**src/rtl/wb_rgb_pwm.sv**
```systemverilog
// wb_rgb_pwm: Wishbone-controlled RGB status LED PWM with off/static/blink/breathe effects
// Ports: wb_clk_i/wb_reset_i (async active-low) clock and reset; wb_* classic Wishbone slave
// (four 32-bit registers at wb_adr_i[1:0]); stat_r/g/b registered PWM drives for SB_RGBA_DRV.
module wb_rgb_pwm #(
  parameter int AW = 16,
  parameter int DW = 32,
  parameter int CLK_FREQ = 16000000
) (
  input  logic          wb_clk_i,
  input  logic          wb_reset_i,
  input  logic [AW-1:0] wb_adr_i,
  input  logic [DW-1:0] wb_dat_i,
  output logic [DW-1:0] wb_dat_o,
  input  logic          wb_we_i,
  input  logic [3:0]    wb_sel_i,
  input  logic          wb_cyc_i,
  input  logic          wb_stb_i,
  output logic          wb_ack_o,
  output logic          stat_r,
  output logic          stat_g,
  output logic          stat_b
);
  localparam int DIV = CLK_FREQ / 1000;
  localparam int TW = DIV > 1 ? $clog2(DIV) : 1;
  typedef enum logic [1:0] {M_OFF, M_STATIC, M_BLINK, M_BREATHE} mode_t;
  mode_t mode, new_mode;
  logic req, wr, mode_chg, tick, step;
  logic [23:0] color;
  logic [15:0] period, per_eff, step_cnt;
  logic [TW-1:0] tick_cnt;
  logic [7:0] scale, scale_n, pwm_cnt;
  logic dir, dir_n, phase, phase_n;
  logic [2:0] hit;
  logic [DW-1:0] rdata;
  logic unused;
  assign unused = ^{wb_adr_i[AW-1:2], wb_dat_i[DW-1:24]};
  assign req = wb_cyc_i & wb_stb_i & ~wb_ack_o;
  assign wr = req & wb_we_i;
  assign new_mode = mode_t'(wb_dat_i[1:0]);
  // Only a write that actually changes the mode restarts the effect.
  assign mode_chg = wr && (wb_adr_i[1:0] == 2'd0) && wb_sel_i[0] && (new_mode != mode);
  assign per_eff = (period == 16'd0) ? 16'd1 : period;
  assign tick = tick_cnt == TW'(DIV - 1);
  // >= lets a PERIOD shrunk below the running count clear on the next tick.
  assign step = tick && (({1'b0, step_cnt} + 17'd1) >= {1'b0, per_eff});
  assign {stat_b, stat_g, stat_r} = hit;
  always_comb begin
    rdata = (wb_adr_i[1:0] == 2'd0) ? {30'd0, mode} :
            (wb_adr_i[1:0] == 2'd1) ? {8'd0, color} :
            (wb_adr_i[1:0] == 2'd2) ? {16'd0, period} :
                                      {22'd0, phase, dir, scale};
  end
  always_ff @(posedge wb_clk_i or negedge wb_reset_i) begin
    if (!wb_reset_i) begin
      wb_ack_o <= 1'b0;
      wb_dat_o <= '0;
      mode <= M_OFF;
      color <= 24'd0;
      period <= 16'd500;
    end else begin
      wb_ack_o <= req;
      wb_dat_o <= (req && !wb_we_i) ? rdata : '0;
      if (wr && wb_adr_i[1:0] == 2'd0 && wb_sel_i[0]) mode <= new_mode;
      for (int i = 0; i < 3; i++)
        if (wr && wb_adr_i[1:0] == 2'd1 && wb_sel_i[i]) color[8*i+:8] <= wb_dat_i[8*i+:8];
      for (int i = 0; i < 2; i++)
        if (wr && wb_adr_i[1:0] == 2'd2 && wb_sel_i[i]) period[8*i+:8] <= wb_dat_i[8*i+:8];
    end
  end
  always_ff @(posedge wb_clk_i or negedge wb_reset_i) begin
    if (!wb_reset_i) begin
      tick_cnt <= '0;
      step_cnt <= 16'd0;
    end else begin
      tick_cnt <= (mode_chg || tick) ? '0 : tick_cnt + 1'b1;
      step_cnt <= (mode_chg || step) ? 16'd0 : tick ? step_cnt + 16'd1 : step_cnt;
    end
  end
  // A mode change takes priority over a coincident step, which is dropped.
  always_comb begin
    scale_n = scale;
    dir_n = dir;
    phase_n = phase;
    if (mode_chg) begin
      scale_n = (new_mode == M_STATIC || new_mode == M_BLINK) ? 8'hFF : 8'h00;
      dir_n = 1'b0;
      phase_n = new_mode == M_BLINK;
    end else if (step && mode == M_BLINK) begin
      phase_n = ~phase;
      scale_n = phase ? 8'h00 : 8'hFF;
    end else if (step && mode == M_BREATHE) begin
      scale_n = dir ? scale - 8'd1 : scale + 8'd1;
      dir_n = dir ? (scale != 8'd1) : (scale == 8'd254);
    end
  end
  always_ff @(posedge wb_clk_i or negedge wb_reset_i) begin
    if (!wb_reset_i) begin
      scale <= 8'd0;
      dir <= 1'b0;
      phase <= 1'b0;
      pwm_cnt <= 8'd0;
    end else begin
      scale <= scale_n;
      dir <= dir_n;
      phase <= phase_n;
      pwm_cnt <= pwm_cnt + 8'd1;
    end
  end
  for (genvar c = 0; c < 3; c++) begin : g_ch
    logic [15:0] prod;
    logic [7:0] duty;
    logic on;
    logic unused_lo;
    // scale+1 makes full scale an exact pass-through of the colour byte.
    assign prod = {8'd0, color[8*c+:8]} * ({8'd0, scale} + 16'd1);
    assign unused_lo = ^prod[7:0];
    assign hit[c] = on;
    always_ff @(posedge wb_clk_i or negedge wb_reset_i) begin
      if (!wb_reset_i) begin
        duty <= 8'd0;
        on <= 1'b0;
      end else begin
        if (pwm_cnt == 8'hFF) duty <= prod[15:8];
        on <= pwm_cnt < duty;
      end
    end
  end
endmodule

```
**config.mk**
```make
export PLATFORM = sky130hd
export DESIGN_NAME = wb_rgb_pwm
export DESIGN_NICKNAME = d
export VERILOG_FILES = /design/src/rtl/wb_rgb_pwm.sv
export SDC_FILE = /design/constraint.sdc
export NUM_CORES = 1
export LEC_CHECK = 0
export ABC_AREA = 0
export CORE_MARGIN = 4
export CORE_UTILIZATION = 38
export CTS_CLUSTER_DIAMETER = 40
export DETAILED_ROUTE_END_ITERATION = 7
export GPL_ROUTABILITY_DRIVEN = 0
export SLEW_MARGIN = 20
export SYNTH_ARGS = -nofsm -noshare
export SYNTH_HDL_FRONTEND = slang
export SYNTH_SLANG_ARGS = --single-unit
```
**constraint.sdc**
```tcl
create_clock -name wb_clk_i -period 6.1 [get_ports wb_clk_i]
set_input_delay 1.22 -clock wb_clk_i [delete_from_list [all_inputs] [get_ports wb_clk_i]]
set_output_delay 1.22 -clock wb_clk_i [all_outputs]
set_load 0.01 [all_outputs]
```
[Word-level counts from Yosys, hierarchy flattened]
Cells that the tools add are included.
Storage, ports and cells
  flip-flop bits (word level): 142
  input port bits: 57
Cells by class
  order comparisons: 4
  add/sub/neg operators: 7
  equal/unequal tests: 12
  reductions and logical operators: 25
  multiply operators: 3
  mux-type cells: 20
  bitwise logic cells: 5
Operator list (count)
  $mux W24: 3
  $mux W16: 4
  $mux W8: 6
  $mul A8 B16 Y16: 2
  $lt A8 B8 Y1: 3
  $add A16 B1 Y17 const B: 1
  $ge A17 B16 Y1: 1
  $add A16 B1 Y16 const B: 1
  $add A8 B1 Y8 const B: 2
  $eq A8 B8 Y1 const B: 2
  $logic_not A16 Y1: 1
  $mul A8 B9 Y16: 1
  $add A14 B1 Y14 const B: 1
  $eq A14 B14 Y1 const B: 1
  $logic_and A1 B1 Y1: 14
  $mux W14: 1
  $add A8 B1 Y9 const B: 1
  $eq A2 B2 Y1 const B: 4
  $ne A8 B1 Y1 const B: 1
  $sub A8 B1 Y8 const B: 1
  $mux W1: 6
  $reduce_bool A2 Y1: 3
  $eq A2 B1 Y1 const B: 2
  $and A1 B1 Y1: 3
  8 further kinds: 11

[Longest topological paths before layout]
  depth in word-level cells: 8
  mapped depth: 21
  depth with buffers taken out: 19

[Worst setup path before layout]
No wires, ideal clock.
  path type: reg-to-reg
  start: register scale[0]
  end: register g_ch[1].duty[7]
  path slack: 662 ps
  library setup time: 134 ps
  data required time: 5966 ps
  data arrival time: 5304 ps
  period minus slack after synthesis: 5438 ps
  stages on the path, launching flop included: 21
  cells stage by stage: dfrtp_1 clkbuf_1 inv_1 ha_1 clkbuf_1 nand2_1 fa_1 fa_1 inv_1 fa_1 inv_1 fa_1 inv_1 ha_1 a2111oi_0 o41ai_2 a41oi_2 o2111a_1 a21oi_1 xnor2_1 o21ai_0
On the way
  longest elaborated chain between the ends: 2
Ends and longest elaborated chain
  from (decl): line 31  | logic [7:0] scale, scale_n, pwm_cnt;
  from (signal assigned): line 103  | scale <= scale_n;
  $add A8 B1 Y9: line 115  | assign prod = {8'd0, color[8*c+:8]} * ({8'd0, scale} + 16'd1);
  $mul A8 B16 Y16: line 115
  to (signal assigned): line 123  | if (pwm_cnt == 8'hFF) duty <= prod[15:8];
  to (decl): line 111  | logic [7:0] duty;
No other way between the ends.
A chain may end at the register's enable or synchronous reset.

[Worst setup path in the final report]
  start: register scale[0]
  end: register g_ch[0].duty[7]
On the way
  longest elaborated chain between the ends: 2
Ends and longest elaborated chain (line)
  $add A8 B1 Y9: 115
  $mul A8 B16 Y16: 115
  to (signal assigned): 123
  to (decl): 111
No other way between the ends.

==> impl_results.md <==
- Post-cts sizing count: 0
- TritonCTS Buffers: 17
- Cell-internal power: 2.69 mW
- Leak: 7.27 nW
- Status: completed
- Synth top cells by count: inv_1, and2_1, ha_1, dfrtp_1, nand2_1
- Sw Pwr: 2.11 mW
- Reg-to-Reg Start: scale[0]
- Die Ht: 197 um
- Setup tns final: 0 ns
- Hold_buf cts: 0
- Max transition margin: 37.7%
- Fin cells: 1918
- Pwr dens: 316 nW/um^2
- H-tree levels: 4
- Sequential fraction of the synthesis area: 26.3%
- Worst hold path depth: 1
- GRT Util Overall: 16.6%
- Cells after DPL: 1886
- RSZ-0062 raised after global routing: no
- Final HPWL DP: 23.3 mm
- Tightest Pin Transition: 0.934 ns
- Maximum buffer depth of the clock tree: 2
- Row count: 68
- Die Width: 197 um
- Largest net degree at the start of global routing: 98
- Clock power share: 21.8%
- ANT cells: 0
- TritonCTS clock tree: done
- Area grow syn2layout: 11.9%
- Area leader, netlist: dfrtp_1
- Register Area: 3560 um^2
- Crit path DAT: 6.02 ns
- Finish-stage setup viols: 0
- Via Count: 9711
- Clk_lat worst skew: 0.43 ns
- Cell depth of the worst flop-to-flop path: 21
- CP Capture Type: flip-flop
- Post-synth cell types: 65
- Final Hold Viols: 0
- Number of synthesized flops with an enable pin: 0
- Multi-input gate area: 8950 um^2
- Ys flop type: dfrtp_1
- Hold endpoint: wb_ack_o
- CP Max Fanout: 11
- Max-slew violations: 0
- Hold Crit Start: wb_ack_o
- Mapped Cells: 1420
- First-pass GRT wire length: 52.3 mm
- Peak VDD IR: 222 uV
- Placement Cell Area: 14600 um^2
- Grt ovf: 0
- # IOs: 93
- DR pass1 iterations: 5
- Register share of total power: 25.9%
- Final Core Density: 43.5%
- Synth area leaders: dfrtp_1, fa_1, ha_1
- Number of global-route vias before repair: 10100
- IO buf count: 61
- Fill count: 3369
- Critical path type: reg2reg
- Mapped cell area: 13600 um^2
- Design Area, Final: 15200 um^2
- Crit path from: scale[0]
- Max cap viols: 0
- Most common cell in the netlist: inv_1
- YS warnings: 0
- Achievable clock frequency: 0.175 GHz
- Root Buffer: clkbuf_16
- Skew final: 0.0115 ns
- Final net count: 1768
- Reg clk slew, reported paths: 0.07 ns
- Starting density of the core: 38.9%
- Routed Wire Length: 31.0 mm
- Sw frac: 43.9%
- Share of flip-flops with an asynchronous set or reset: 100%
- Fin Hold WS: 0.467 ns
- 1st-iter DRT viols: 461
- Yosys reg bits: 142
- Worst endpoint required time: 6.40 ns
- # clock sinks: 142
- Core Box Area: 34900 um^2
- Min-Delay Path Class: reg2reg
- Die area: 38800 um^2
- CP Launch Type: flip-flop
- Logic pwr share: 52.3%
- Postcts setup bufs: 0
- Tmin final: 5.72 ns
- Share of cells above drive strength 1: 7.66%
- Reg2Reg Setup Slack: 0.38 ns
- DR WL/cell: 16.2 um
- Post-synth top area share: 25.1%
- Final period util: 93.7%
- DRC viols: 0
- Mapped Avg Cell Area: 9.55 um^2
- RR Endpoint: g_ch[0].duty[7]
- Final ANT Viol Nets: 0
- Via/cell ratio: 5.06
- Initial antenna violation count: 0
## registers in the layout (all words and copies together), names as in the netlist
name	cells
wb_dat_o	24
dir	1
color	24
g_ch.duty	24
mode	2
pwm_cnt	8
tick_cnt	14
period	16
stat_g	1
phase	1
scale	8
wb_ack_o	1
stat_r	1
step_cnt	16
stat_b	1
## logic make-up after synthesis
| logic type | count (synthesis) | share of synthesized area [%] |
|---|---|---|
| mux | 42 | 3.65 |
| xor+xnor | 80 | 5.17 |
| flops | 142 | 26.3 |
| buf+inv | 271 | 7.91 |
| simple gates | 439 | 16.9 |
| fa+ha+maj | 261 | 30.7 |
| compound gates | 184 | 9.40 |
| other cells | 1 | 0.0277 |
## cell usage in the layout (no fill, tap or decap), drive strengths merged, types with 34 or more instances in the layout
| cell type | instances |
|---|---|
| and2 | 149 |
| clkdlybuf4s50 | 60 |
| dfrtp | 136 |
| fa | 120 |
| ha | 141 |
| inv | 202 |
| mux2 | 40 |
| nand2 | 124 |
| nor2 | 56 |
| o21ai | 48 |
| xnor2 | 46 |
| xor2 | 34 |
## area by class of cell
| type | instances | share of cell area, % |
|---|---|---|
| Multi-Input combinational cell | 1014 | 59.0 |
| Sequential cell | 142 | 23.5 |
| Timing Repair Buffer | 81 | 5.19 |
| Inverter | 194 | 4.80 |
| Tap cell | 455 | 3.75 |
| Clock buffer | 18 | 2.83 |
| Clock inverter | 14 | 0.981 |
## how the worst max path moves through the flow
| stage | depth (start not counted) | slack (ns) | end |
|---|---|---|---|
| after floorplan | 20 | 0.66 | g_ch[1].duty[7] |
| after global placement | 21 | 0.47 | g_ch[1].duty[7] |
| after detailed placement | 21 | 0.38 | g_ch[0].duty[7] |
| after CTS | 21 | 0.35 | g_ch[0].duty[7] |
| after global routing | 18 | 0.01 | g_ch[2].duty[7] |
| final | 21 | 0.38 | g_ch[0].duty[7] |
## worst max-delay path, cell delays in order, from the launching register on
cell and delay [ns]:
dfrtp_1 0.55, buf_4 0.24, nand3_1 0.17, nor2_1 0.17
xor2_1 0.19, buf_4 0.24, nand2_1 0.09, fa_1 0.46
fa_1 0.49, inv_1 0.05, fa_1 0.53, inv_1 0.05
fa_1 0.53, inv_1 0.04, ha_1 0.19, a2111oi_0 0.31
o31ai_1 0.19, a41oi_1 0.41, o2111a_1 0.32, a21oi_1 0.09
xnor2_1 0.17, o21ai_1 0.07
## through the flow
stage	worst slack (ns)	total power, mW
2_1_floorplan	0.662	3.12
3_3_place_gp	0.468	3.73
3_5_place_dp	0.383	3.80
4_1_cts	0.351	4.87
5_1_grt	0.0108	5.32
6_report	0.384	4.80
## layer usage
| metal | GRT usage (%) | share of wire (%) | vias up |
|---|---|---|---|
| met5 | 0 | 0 | - |
| met4 | 3.98 | 1.8 | 0 |
| met3 | 2.58 | 3.3 | 37 |
| met2 | 27.9 | 49 | 186 |
| met1 | 22.5 | 46 | 4840 |
| li1 | - | - | 4648 |
## power by group through the flow
stage          logic (mW)  clock network, mW  registers [mW]
3_5_place_dp         2.54                  0            1.26
4_1_cts              2.56               1.07            1.24
2_1_floorplan        1.99                  0            1.13
6_report             2.51               1.04            1.24
3_3_place_gp         2.47                  0            1.26
5_1_grt              2.95               1.11            1.26
Power figures use the tool's default switching activity.
